<file path="src/rtl/video_pkg.sv">
// Shared types and start-code constants for the bitstream scheduler.
package video_pkg;

  localparam int unsigned WIN_W  = 24;
  localparam int unsigned BYTE_W = 8;

  typedef enum logic [2:0] {
    ALIGN = 3'd0,
    HUNT  = 3'd1,
    CODE  = 3'd2,
    HDR   = 3'd3,
    SLICE = 3'd4
  } state_e;

  localparam logic [WIN_W-1:0]  SC_PREFIX = 24'h000001;
  localparam logic [BYTE_W-1:0] PIC       = 8'h00;
  localparam logic [BYTE_W-1:0] SEQ_HDR   = 8'hB3;
  localparam logic [BYTE_W-1:0] EXT       = 8'hB5;
  localparam logic [BYTE_W-1:0] SEQ_END   = 8'hB7;
  localparam logic [BYTE_W-1:0] GOP       = 8'hB8;
  localparam logic [BYTE_W-1:0] SLICE_MAX = 8'hAF;

  typedef struct packed {
    logic is_slice;
    logic is_hdr;
    logic is_end;
    logic is_reserved;
  } sc_class_t;

endpackage

</file>
<file path="src/rtl/bitstream_sched_if.sv">
// Getbits bit-window channel: window/valid from the getbits unit, advance/align back to it.
interface bitstream_sched_if #(
  parameter int unsigned ADV_W = 5
) ();
  import video_pkg::*;

  logic [WIN_W-1:0] getbits;
  logic             getbits_valid;
  logic [ADV_W-1:0] advance;
  logic             align;

  modport master (
    output getbits,
    output getbits_valid,
    input  advance,
    input  align
  );

  modport slave (
    input  getbits,
    input  getbits_valid,
    output advance,
    output align
  );
endinterface

</file>
<file path="src/rtl/start_code_classify.sv">
// Maps a start-code value to slice / header / sequence-end / reserved.
module start_code_classify
  import video_pkg::*;
(
  input  logic [BYTE_W-1:0] i_code,
  output sc_class_t         o_class_c
);

  always_comb begin
    o_class_c = '0;
    // Header codes first so that 0x00 is not mistaken for a slice.
    if (i_code == PIC || i_code == SEQ_HDR || i_code == EXT || i_code >= GOP) begin
      o_class_c.is_hdr = 1'b1;
    end else if (i_code <= SLICE_MAX) begin
      o_class_c.is_slice = 1'b1;
    end else if (i_code == SEQ_END) begin
      o_class_c.is_end = 1'b1;
    end else begin
      o_class_c.is_reserved = 1'b1;
    end
  end

endmodule

</file>
<file path="src/rtl/bitstream_sched.sv">
// Start-code hunter and getbits owner arbitration between header parser and slice VLD.
// Optional slice watchdog enabled by defining SLICE_TIMEOUT_EN.
module bitstream_sched
  import video_pkg::*;
#(
  parameter int unsigned ADV_W = 5,
  parameter int unsigned CNT_W = 16
`ifdef SLICE_TIMEOUT_EN
  ,
  parameter int unsigned TIMEOUT_CYCLES = 65535
`endif
) (
  input  logic                clk,
  input  logic                rst,
  input  logic                i_clk_en,
  bitstream_sched_if.slave    gb,
  output logic                o_vld_en,
  input  logic [ADV_W-1:0]    i_vld_advance,
  input  logic                i_vld_align,
  input  logic                i_slice_end,
  output logic                o_hdr_grant,
  input  logic [ADV_W-1:0]    i_hdr_advance,
  input  logic                i_hdr_align,
  input  logic                i_hdr_done,
  input  logic                i_mb_fifo_afull,
  input  logic                i_sign_counter_fifo_afull,
  input  logic                i_mb_conf_fifo_afull,
  input  logic                i_extend_counter_fifo_afull,
  output logic [BYTE_W-1:0]   o_start_code,
  output logic                o_start_code_valid,
  output logic                o_seq_end,
  output logic                o_code_error,
  output logic [CNT_W-1:0]    o_hunt_skipped,
  output logic                o_timeout
);

  localparam logic [ADV_W-1:0] ADV_WIN  = ADV_W'(WIN_W);
  localparam logic [ADV_W-1:0] ADV_BYTE = ADV_W'(BYTE_W);

  state_e           r_state;
  state_e           w_state_nxt;
  logic [CNT_W-1:0] r_skip;
  logic [CNT_W-1:0] w_skip_nxt;
  logic [CNT_W-1:0] r_hunt_skipped;
  logic [BYTE_W-1:0] r_start_code;
  logic             r_sc_valid;
  logic             r_seq_end;
  logic             r_code_error;

  logic [ADV_W-1:0] w_advance;
  logic             w_align;
  logic             w_vld_en;
  logic             w_skip_latch;
  logic             w_sc_latch;
  logic             w_seq_end;
  logic             w_code_error;
  logic             w_run;
  logic             w_go;
  logic             w_afull;
  logic             w_tmo_hit;
  sc_class_t        w_class;

  start_code_classify u_classify (
    .i_code    (gb.getbits[WIN_W-1 -: BYTE_W]),
    .o_class_c (w_class)
  );

  // Reset also silences the combinational controls so nothing is consumed while held.
  assign w_run   = i_clk_en & ~rst;
  assign w_go    = w_run & gb.getbits_valid;
  assign w_afull = i_mb_fifo_afull | i_sign_counter_fifo_afull
                 | i_mb_conf_fifo_afull | i_extend_counter_fifo_afull;

`ifdef SLICE_TIMEOUT_EN
  localparam logic [CNT_W-1:0] TMO_LAST = CNT_W'(TIMEOUT_CYCLES - 1);

  logic [CNT_W-1:0] r_tmo_cnt;
  logic             r_timeout;

  // Counter sits at zero outside SLICE, so every SLICE visit starts fresh.
  always_ff @(posedge clk or posedge rst) begin
    if (rst) begin
      r_tmo_cnt <= '0;
      r_timeout <= 1'b0;
    end else if (i_clk_en) begin
      r_tmo_cnt <= (r_state == SLICE) ? r_tmo_cnt + CNT_W'(1) : '0;
      r_timeout <= w_tmo_hit & ~i_slice_end;
    end
  end

  assign w_tmo_hit = (r_state == SLICE) && (r_tmo_cnt == TMO_LAST);
  assign o_timeout = r_timeout;
`else
  assign w_tmo_hit = 1'b0;
  assign o_timeout = 1'b0;
`endif

  // State register.
  always_ff @(posedge clk or posedge rst) begin
    if (rst) begin
      r_state <= ALIGN;
    end else if (i_clk_en) begin
      r_state <= w_state_nxt;
    end
  end

  // Next state and getbits controls.
  always_comb begin
    w_state_nxt  = r_state;
    w_advance    = '0;
    w_align      = 1'b0;
    w_vld_en     = 1'b0;
    w_skip_nxt   = r_skip;
    w_skip_latch = 1'b0;
    w_sc_latch   = 1'b0;
    w_seq_end    = 1'b0;
    w_code_error = 1'b0;
    case (r_state)
      ALIGN: begin
        if (w_go) begin
          w_align     = 1'b1;
          w_skip_nxt  = '0;
          w_state_nxt = HUNT;
        end
      end
      HUNT: begin
        if (w_go) begin
          if (gb.getbits == SC_PREFIX) begin
            w_advance    = ADV_WIN;
            w_skip_latch = 1'b1;
            w_state_nxt  = CODE;
          end else begin
            w_advance = ADV_BYTE;
            if (r_skip != '1) begin
              w_skip_nxt = r_skip + CNT_W'(1);
            end
          end
        end
      end
      CODE: begin
        if (w_go) begin
          w_advance  = ADV_BYTE;
          w_sc_latch = 1'b1;
          if (w_class.is_slice) begin
            w_state_nxt = SLICE;
          end else if (w_class.is_hdr) begin
            w_state_nxt = HDR;
          end else if (w_class.is_end) begin
            w_seq_end   = 1'b1;
            w_state_nxt = ALIGN;
          end else begin
            w_code_error = 1'b1;
            w_state_nxt  = ALIGN;
          end
        end
      end
      HDR: begin
        if (w_run) begin
          if (gb.getbits_valid) begin
            w_advance = i_hdr_advance;
            w_align   = i_hdr_align;
          end
          if (i_hdr_done) begin
            w_state_nxt = ALIGN;
          end
        end
      end
      SLICE: begin
        if (w_run) begin
          w_vld_en = gb.getbits_valid & ~w_afull & ~w_tmo_hit;
          if (w_vld_en) begin
            w_advance = i_vld_advance;
            w_align   = i_vld_align;
          end
          if (i_slice_end || w_tmo_hit) begin
            w_state_nxt = ALIGN;
          end
        end
      end
      default: w_state_nxt = ALIGN;
    endcase
  end

  // Hunt counter, latched code and event pulses.
  always_ff @(posedge clk or posedge rst) begin
    if (rst) begin
      r_skip         <= '0;
      r_hunt_skipped <= '0;
      r_start_code   <= '0;
      r_sc_valid     <= 1'b0;
      r_seq_end      <= 1'b0;
      r_code_error   <= 1'b0;
    end else if (i_clk_en) begin
      r_skip       <= w_skip_nxt;
      r_sc_valid   <= w_sc_latch;
      r_seq_end    <= w_seq_end;
      r_code_error <= w_code_error;
      if (w_skip_latch) begin
        r_hunt_skipped <= r_skip;
      end
      if (w_sc_latch) begin
        r_start_code <= gb.getbits[WIN_W-1 -: BYTE_W];
      end
    end
  end

  assign gb.advance         = w_advance;
  assign gb.align           = w_align;
  assign o_vld_en           = w_vld_en;
  assign o_hdr_grant        = (r_state == HDR);
  assign o_start_code       = r_start_code;
  assign o_start_code_valid = r_sc_valid;
  assign o_seq_end          = r_seq_end;
  assign o_code_error       = r_code_error;
  assign o_hunt_skipped     = r_hunt_skipped;

endmodule

</file>
<file path="src/flat_wrapper.sv">
// flat-port wrapper written by rule: the top's interface ports become plain ports
module bitstream_sched_flat import video_pkg::*;
#(
  parameter int unsigned ADV_W = 5,
  parameter int unsigned CNT_W = 16

)
  (clk, rst, i_clk_en, o_vld_en, i_vld_advance, i_vld_align, i_slice_end, o_hdr_grant, i_hdr_advance, i_hdr_align, i_hdr_done, i_mb_fifo_afull, i_sign_counter_fifo_afull, i_mb_conf_fifo_afull, i_extend_counter_fifo_afull, o_start_code, o_start_code_valid, o_seq_end, o_code_error, o_hunt_skipped, o_timeout, gb_getbits, gb_getbits_valid, gb_advance, gb_align);
  bitstream_sched_if #(.ADV_W(ADV_W)) gb_i ();
  input  logic clk;
  input  logic rst;
  input  logic i_clk_en;
  output logic o_vld_en;
  input  logic [ADV_W-1:0] i_vld_advance;
  input  logic i_vld_align;
  input  logic i_slice_end;
  output logic o_hdr_grant;
  input  logic [ADV_W-1:0] i_hdr_advance;
  input  logic i_hdr_align;
  input  logic i_hdr_done;
  input  logic i_mb_fifo_afull;
  input  logic i_sign_counter_fifo_afull;
  input  logic i_mb_conf_fifo_afull;
  input  logic i_extend_counter_fifo_afull;
  output logic [BYTE_W-1:0] o_start_code;
  output logic o_start_code_valid;
  output logic o_seq_end;
  output logic o_code_error;
  output logic [CNT_W-1:0] o_hunt_skipped;
  output logic o_timeout;
  input wire logic [$bits(gb_i.getbits)-1:0] gb_getbits;
  input wire logic [$bits(gb_i.getbits_valid)-1:0] gb_getbits_valid;
  output wire logic [$bits(gb_i.advance)-1:0] gb_advance;
  output wire logic [$bits(gb_i.align)-1:0] gb_align;
  assign gb_i.getbits = gb_getbits;
  assign gb_i.getbits_valid = gb_getbits_valid;
  assign gb_advance = gb_i.advance;
  assign gb_align = gb_i.align;
  bitstream_sched #(.ADV_W(ADV_W), .CNT_W(CNT_W)) u_core (.clk(clk), .rst(rst), .i_clk_en(i_clk_en), .gb(gb_i), .o_vld_en(o_vld_en), .i_vld_advance(i_vld_advance), .i_vld_align(i_vld_align), .i_slice_end(i_slice_end), .o_hdr_grant(o_hdr_grant), .i_hdr_advance(i_hdr_advance), .i_hdr_align(i_hdr_align), .i_hdr_done(i_hdr_done), .i_mb_fifo_afull(i_mb_fifo_afull), .i_sign_counter_fifo_afull(i_sign_counter_fifo_afull), .i_mb_conf_fifo_afull(i_mb_conf_fifo_afull), .i_extend_counter_fifo_afull(i_extend_counter_fifo_afull), .o_start_code(o_start_code), .o_start_code_valid(o_start_code_valid), .o_seq_end(o_seq_end), .o_code_error(o_code_error), .o_hunt_skipped(o_hunt_skipped), .o_timeout(o_timeout));
endmodule
</file>
<file path="config.mk">
export PLATFORM = sky130hd
export DESIGN_NAME = bitstream_sched_flat
export DESIGN_NICKNAME = d
export VERILOG_FILES = /design/src/rtl/video_pkg.sv /design/src/rtl/bitstream_sched_if.sv /design/src/rtl/start_code_classify.sv /design/src/rtl/bitstream_sched.sv /design/src/flat_wrapper.sv
export SDC_FILE = /design/constraint.sdc
export NUM_CORES = 1
export LEC_CHECK = 0
export CAP_MARGIN = 20
export CORE_MARGIN = 1.5
export CORE_UTILIZATION = 41
export DETAILED_ROUTE_END_ITERATION = 7
export PLACE_DENSITY_LB_ADDON = 0.25
export SLEW_MARGIN = 5
export SYNTH_ARGS = -nofsm -noshare
export SYNTH_HDL_FRONTEND = slang
export SYNTH_SLANG_ARGS = --single-unit
</file>
<file path="constraint.sdc">
create_clock -name clk -period 2.3 [get_ports clk]
set_input_delay 0.345 -clock clk [delete_from_list [all_inputs] [get_ports clk]]
set_output_delay 0.345 -clock clk [all_outputs]
set_load 0.02 [all_outputs]
</file>
Yosys cells after proc, flatten, opt, wreduce, memory -nomap -nowiden
Cells that the tools add are included.
W data, S select, Z words.

operators by class
  $add $sub $neg = 1
  magnitude comparators = 2
  equal/unequal tests = 19
  mux-type cells = 53
  bitwise logic cells = 8
  reduce and logical (&&, ||, !) cells = 10

operator list
  cell                     number
  $mux W16                 4
  $pmux W16 S2             1
  $mux W5                  6
  $mux W3                  9
  $mux W1                  26
  $eq A24 B1 Y1 const B    1
  $eq A8 B8 Y1 const B     3
  $pmux W5 S4              1
  $add A16 B1 Y16 const B  1
  $ne A16 B16 Y1 const B   1
  $ne A2 B1 Y1 const B     8
  $pmux W3 S5              1
  $reduce_and A9 Y1        1
  $ge A8 B8 Y1 const B     1
  $le A8 B8 Y1 const B     1
  $logic_not A8 Y1         1
  $eq A3 B2 Y1 const B     2
  $mux W2                  3
  $reduce_and A6 Y1        1
  $mux W4                  1
  $ne A2 B2 Y1 const B     2
  $reduce_and A2 Y1        2
  $and A1 B1 Y1            3
  $eq A3 B1 Y1 const B     1
  7 further kinds          12

storage, ports and cells
  register bits = 46

Longest topological paths before layout
Gate-level depths: netlist of run 1.

  depth in word-level cells = 10
  depth in mapped cells = 7
  depth with buffers taken out = 6

Modules after synthesis
Synthesis of run 1 repeated with hierarchy kept, for this count alone.

unflattened totals
  cells, all modules = 243
  area total of the unflattened synthesis = 2560.0 um^2

by module, submodules not included
  module               instances  cells each  area each (um^2)  seq. area each (um^2)
  bitstream_sched      1          228         2467.4            1151.1
  start_code_classify  1          15          92.6              0.0

Worst setup path after synthesis of run 1
No wires, ideal clock.

  path kind = input to output
  from = input port rst
  to = output port gb_advance[0]
  arrival = 2.576 ns
  data required time = 1.955 ns
  setup slack = -0.621 ns
  cell stages on the path = 4
  path buffers = 0
  cell sequence = inv_1 -> nand2_1 -> nor4_2 -> a22o_1

on the way
  cells in the longest elaborated chain, start to end = 5

RTL lines
  what             line                    source
  start, declared  flat_wrapper.sv:11      input logic rst;
  $not A1 Y1 *     bitstream_sched.sv:69   assign w_run = i_clk_en & ~rst;
  $and A1 B1 Y1 *  bitstream_sched.sv:69
  $and A1 B1 Y1    bitstream_sched.sv:70   assign w_go = w_run & gb.getbits_valid;
  $mux W5          bitstream_sched.sv:127  if (w_go) begin
  $pmux W5 S4 *    bitstream_sched.sv:118  case (r_state)
  end, declared    flat_wrapper.sv:33      output wire logic [$bits(gb_i.advance)-1:0] gb_advance;

Mark *: on every way between the ends. The rest lies on a longest branch, timed or not.

Final worst setup path of run 1
  from = input port gb_getbits[6]
  to = output port gb_advance[4]

on the way
  cells in the longest elaborated chain, start to end = 4

RTL lines
  what             line                    source
  start, declared  flat_wrapper.sv:31      input wire logic [$bits(gb_i.getbits)-1:0] gb_getbits;
  $eq A24 B1 Y1    bitstream_sched.sv:128  if (gb.getbits == SC_PREFIX) begin
  $mux W5          bitstream_sched.sv:128
  $mux W5          bitstream_sched.sv:127
  $pmux W5 S4      bitstream_sched.sv:118

No other way between the ends.

==> impl_results.md, run 1 <==
* CTS HTree Levels at 2
* Syn_nets at between 200 and 300
* Routed WL at 6.64 mm
* Post-route worst setup slack at ~0.084 ns
* Distinct cell type count of the synthesized netlist at 56
* Largest net degree at the start of global routing at between 40 and 50
* EDFF count, synth at 0
* FF-to-FF path depth at 6
* CP startpoint: gb_getbits[6]
* Top FF cell, synth: dfrtp_1
* Most common cell after layout, fill and taps aside: clkdlybuf4s50_1
* Io pins at 82
* Nature of the critical path endpoint: output port
* Pwr dens at 697 mW/mm²
* Syn_area_per_cell at 10.1 µm²
* Period utilization at 0.964
* RSZ-0062 raised after global routing: yes
* Met1 WL at 2.86 mm
* DP Worst Slack at -0.596 ns
* Most frequent cells in the layout: 69 x clkdlybuf4s50_1, 46 x dfrtp_1, 35 x buf_4, 29 x nand2_1, 24 x mux2_2
* Critical path class: in2out
* Critical Path Fanout Max at 2
* Diode count at 0
* Synth Register Bits at 46
* Worst EP arrival at between 1.5 and 2 ns
* Post-route ant nets at 0
* Post-synthesis async set-or-reset flop share at 1.00
* CP max stage delay at roughly 0.43 ns
* Fraction of layout instances using a drive strength above 1 at 0.253
* Peak supply drop at between 0.0004 and 0.0005 V
* Max frequency at 451 MHz
* Req. time, crit path at 1.96 ns
* Post-Syn Area at roughly 0.0025 mm²
* Num CTS Buffers at 5
* RR Endpoint: u_core.r_skip[13]
* Worst path cell trace: clkdlybuf4s50_1 > nor4_2 > nand4_1 > or2_4 > nor2_4 > a21oi_1 > nand2_1 > buf_2
* Register area share after synthesis at 0.464
* RR Startpoint: u_core.r_skip[0]
* Slew Viols, Final at 0
* Worst skew pair latency at 0.30 ns
* Setup Skew at 0.0113 ns
* Hold endpoint: u_core.o_start_code[7]
* Hold path start: u_core.o_start_code[7]
* Post-route DRC violation count at 0
* Placed wire-length estimate at roughly 5 mm
* Initial antenna violation count at 0
* Reg2reg setup slack at ~0.17 ns
* Synth Instances at about 250
* Worst-Margin Slew at 0.596 ns
* First-pass iteration count of the detailed router at 4
* CP max-delay cell: clkdlybuf4s50_1
* Total Power at around 2.6 mW
* GR Util All Layers at 0.211
* P&R area growth vs syn at 50.3%
* Met2 Routed Length at approximately 3.3 mm
* DRT iter0 DRCs at around 130
* Die X at 80.8 µm
* Top routing layer in use: met4
* Area of the core at around 0.0059 mm²
* Die height at just over 80 µm
* Vias at approximately 2400
* Final setup vio count at 0
* Grt total ovfl at 0
* Relative slew slack at 0.603
* Wirelength per Cell at between 15 and 20 µm
* Max-cap violation count at 0
* Element type at the critical path start: input port
* Lkg Pwr at about 1.6 nW
* Vias in the first global route at between 2000 and 2500
* Die area at approximately 0.0065 mm²
* Worst-path clk slew at approximately 0.080 ns
* Clk Tree Root Cell: clkbuf_8
* # port buffers at 80
* Final Critical Period at approximately 2.2 ns
* Setup tns final at 0 ns
* Placement row count at 28
* Hold Fails Final Rpt at 0
* Clock tree from TritonCTS: built
* Worst hold path cell count at 1
* Vias per cell at 5.51
* Initial Util at 0.422
* CTS Sinks at between 40 and 50
* Hold Crit Class: reg2reg
* Placer congestion estimate at about 0.88
* Status: finished clean
* Yosys warns at 0
* Met3 wire length at between 300 and 400 µm
* First-pass GRT wire length at around 11 mm
* Clock Tree Buf Depth at 2
* Nets@finish at just over 400
## synth_stat cells (4+ instances only)
| library cell | count | area, µm² |
|---|---|---|
| a21oi_1 | 11 | 55.1 |
| a31oi_1 | 4 | 25.0 |
| and3_1 | 4 | 25.0 |
| dfrtp_1 | 46 | 1150 |
| inv_1 | 10 | 37.5 |
| mux2_2 | 24 | 270 |
| nand2_1 | 29 | 109 |
| nand3_1 | 9 | 45.0 |
| nand4_1 | 6 | 37.5 |
| nor2_1 | 12 | 45.0 |
| nor4_1 | 8 | 50.1 |
| o211ai_1 | 4 | 30.0 |
| o21ai_0 | 6 | 30.0 |
| o22ai_1 | 4 | 25.0 |
| or3_1 | 5 | 31.3 |
## repair_timing
action | CTS | global route
gates cloned | 0 | 0
pin swaps | 5 | 5
resized for setup | 30 | 8
setup endpoints to repair | 7 | 17
buffers inserted | 5 | 0
hold buffers | 0 | 0
## per-stage QoR
stage,hold WS (ns),std cells,area (µm²),util
2_1_floorplan,0.370,246,2490,-
3_3_place_gp,0.487,422,3570,0.606
3_5_place_dp,0.494,422,3570,0.606
4_1_cts,0.513,435,3710,0.630
5_1_grt,0.528,435,3730,0.634
6_report,0.509,435,3730,0.634
## power by group
part	leakage [nW]	switching, mW	internal [mW]	total, mW
Clock	0.0544	0.264	0.275	0.539
Combinational	0.939	0.490	0.478	0.968
Sequential	0.608	0.137	0.954	1.09
## worst max-delay path by stage
stage	end	slack (ns)	depth (start not counted)
after detailed placement	gb_advance[0]	-0.60	5
after global routing	gb_advance[4]	-0.05	8
after global placement	gb_advance[4]	-0.53	6
after CTS	gb_advance[4]	0.01	8
final	gb_advance[4]	0.08	8
after floorplan	gb_advance[0]	0.07	4
## cell type report
cell class / instances / area (µm²)
clock buffer: 7 / 96.3
clock inverter: 1 / 8.76
fill: 505 / 2160
inverter: 10 / 41.3
multi-input combinational: 181 / 1300
sequential: 46 / 1150
tap: 75 / 93.8
timing repair buffer: 115 / 1040
## critical path, delay by kind of cell
family | cells | cell delay (ns)
simple gates | 5 | 0.90
buf+inv | 2 | 0.58
compound gates | 1 | 0.04
## layer usage
metal	vias to the layer above	track usage
li1	1157	-
met1	1167	0.256
met2	64	0.368
met3	8	0.0449
met4	0	0.0759
met5	-	0
## registers in the layout (all words and copies together), names as in the netlist
| signal | flops |
|---|---|
| u_core.o_start_code_valid | 1 |
| u_core.o_seq_end | 1 |
| u_core.o_start_code | 8 |
| u_core.o_hunt_skipped | 16 |
| u_core.r_skip | 16 |
| u_core.o_code_error | 1 |
| u_core.r_state | 3 |
## cell families after synthesis
family,count (synthesis),share of synthesized area
flops,46,0.464
fa+ha+maj,1,0.00504
compound gates,51,0.145
other cells,1,0.00151
mux,25,0.113
xor+xnor,1,0.00353
buf+inv,19,0.0333
simple gates,102,0.235
(Power assumes the default switching activity.)
==> run 2: changes to the inputs <==
- CTS_CLUSTER_DIAMETER: unset -> 50
==> results of run 2 <==
Same layout as run 1: the final DEF is identical, and so are final timing and power.
==> run 3: changes to the inputs <==
- CORE_UTILIZATION: 41 -> 42
- SYNTH_HIERARCHICAL: unset -> 1
==> run 3 against run 2 <==
Worst setup slack better by 0.026 ns. First-iteration DRC count down 2.3%. Register-to-register slack better by 0.19 ns. Area after synthesis up 2.8%. Sequential cell count unchanged. Sequential share of layout area down 0.39 points. Combinational power down 67%. Sequential power down 19%. Wire length down 5.8%. Critical path type unchanged. Critical endpoint is now gb_align. Largest cell class unchanged. Highest routed layer unchanged.
==> impl_results.md, run 3 <==
* Status: finished clean
* Placer congestion estimate at around 0.81
* Setup Skew at ~0.0061 ns
* Critical Path Fanout Max at 4
* Routed WL at about 6.3 mm
* Max-cap violation count at 0
* Most common cell after layout, fill and taps aside: clkdlybuf4s50_1
* Syn_area_per_cell at about 11 µm²
* Total Power at about 1.8 mW
* First-pass iteration count of the detailed router at 4
* Layout fillers at between 400 and 500
* Hold Crit Class: in2reg
* P&R area growth vs syn at 48.1%
* # port buffers at 80
* Logic pwr share at 0.175
* Hold Fails Final Rpt at 0
* CTS HTree Levels at 2
* CTS Hold Bufs at 0
* Critical path class: in2out
* Yosys warns at 6
* Period utilization at 0.952
* Vias per cell at 5.41
* Net Sw Frac at 0.260
* Wirelength per Cell at between 10 and 15 µm
* Internal power at 1.34 mW
* Clock Tree Buf Depth at 2
* Clk pwr share at 0.338
* Worst skew pair latency at between 0.2 and 0.3 ns
* RSZ-0062 raised after global routing: no
* Worst-path clk slew at 0.09 ns
* Num CTS Buffers at 5
* Placed wire-length estimate at ~4.7 mm
* Most frequent cells in the layout: 72 x clkdlybuf4s50_1, 46 x dfrtp_1, 39 x buf_4, 24 x mux2_2, 18 x nand2_1
* Final Critical Period at between 2 and 2.5 ns
* CP max stage delay at slightly below 0.5 ns
* Worst path cell trace: clkdlybuf4s50_1 > and4bb_1 > nand2b_1 > buf_4 > o22ai_1 > clkdlybuf4s15_1
* Placement row count at 28
* Initial Util at 0.433
* WP buf/inv at 3
* Die X at about 81 µm
* Diode count at 0
* First-pass GRT wire length at a little over 10 mm
* Largest net degree at the start of global routing at 47
* Fraction of layout instances using a drive strength above 1 at 0.279
* Req. time, crit path at roughly 2.0 ns
* GR Util All Layers at 0.203
* Worst-Margin Slew at between 0.5 and 0.6 ns
* Nature of the critical path endpoint: output port
* Post-Syn Area at between 0.002 and 0.003 mm²
* Sequential Power Share at 0.486
* Initial antenna violation count at 0
* Relative slew slack at 0.610
* CP max-delay cell: clkdlybuf4s50_1
* P_sw at roughly 470 µW
* Die area at ~0.0066 mm²
* Placed instance count at ~420
* DRT iter0 DRCs at 126
* Clk Tree Root Cell: clkbuf_8
* Post-route ant nets at 0
* Die height at between 80 and 90 µm
* Max frequency at 457 MHz
* Slew Viols, Final at 0
* Final setup vio count at 0
* Vias at between 2000 and 2500
* Lkg Pwr at approximately 1.7 nW
* Non-Filler Instances at 430
* CTS Sinks at 46
* Area of the core at 0.00589 mm²
* Worst hold slack at around 0.50 ns
* Setup tns final at 0 ns
* Nets@finish at ~400
* Pwr dens at approximately 480 mW/mm²
* Clock tree from TritonCTS: built
* Post-route DRC violation count at 0
* Peak supply drop at ~0.00043 V
* FF+latch area at roughly 0.0012 mm²
* Element type at the critical path start: input port
* Multi-input gate area at ~0.0013 mm²
* Synth Instances at around 240
* Io pins at 82
* Grt total ovfl at 0
* Critical path's top delay family: buffers and inverters
* Syn_nets at roughly 290
* Worst EP arrival at ~1.9 ns
* Vias in the first global route at approximately 2200
run 3: metal layers:
metal / track usage / part of all wire
met4: 0.0500 / 0.0067
met3: 0.0539 / 0.067
met5: 0 / 0
met2: 0.332 / 0.48
met1: 0.268 / 0.45
run 3: path summary, 6_finish.rpt:
kind / startpoint / end / slack (ns) / cells after the start
min: gb_getbits[19] / u_core/o_start_code[3] / 0.50 / 3
max reg2reg: u_core/r_state[0] / u_core/o_hunt_skipped[2] / 0.36 / 7
min in group asynchronous: rst / u_core/o_start_code_valid / 0.78 / 5
min reg2reg: u_core/o_start_code[4] / u_core/o_start_code[4] / 0.51 / 1
max in group asynchronous: rst / u_core/r_skip[7] / 1.12 / 5
max: gb_getbits_valid / gb_align / 0.11 / 6
run 3: cell type report:
type,instances,share of cell area
flip-flops and latches,46,0.305
clock buffers,5,0.0182
repair buffers,118,0.282
well taps,75,0.0248
multi-input cells,178,0.351
clock inverters,3,0.0129
inverters,5,0.00596
run 3: power groups by stage:
| stage | combinational, mW | sequential (mW) | clock, mW |
|---|---|---|---|
| floorplan | 0.138 | 0.890 | 0 |
| global placement | 0.300 | 0.896 | 0 |
| detailed placement | 0.310 | 0.898 | 0 |
| CTS | 0.317 | 0.881 | 0.640 |
| global route | 0.349 | 0.887 | 0.673 |
| finish | 0.318 | 0.881 | 0.613 |
run 3: metrics by stage:
stage	cell area, µm²	setup WS (ns)	utilization
floorplan	2560	0.00681	-
global placement	3650	-0.383	0.620
detailed placement	3650	-0.419	0.620
CTS	3780	-0.0457	0.642
global route	3780	0.00314	0.642
finish	3780	0.110	0.642
run 3: timing repair:
action	CTS	global route
buffers inserted	1	0
resized for setup	11	14
pin swaps	0	3
gates cloned	0	0
setup endpoints to repair	7	6
run 3: tightest hold or removal path, cell delays in order:
cell and delay (ns):
dlymetal6s2s_1 0.13, buf_4 0.14, mux2_2 0.14
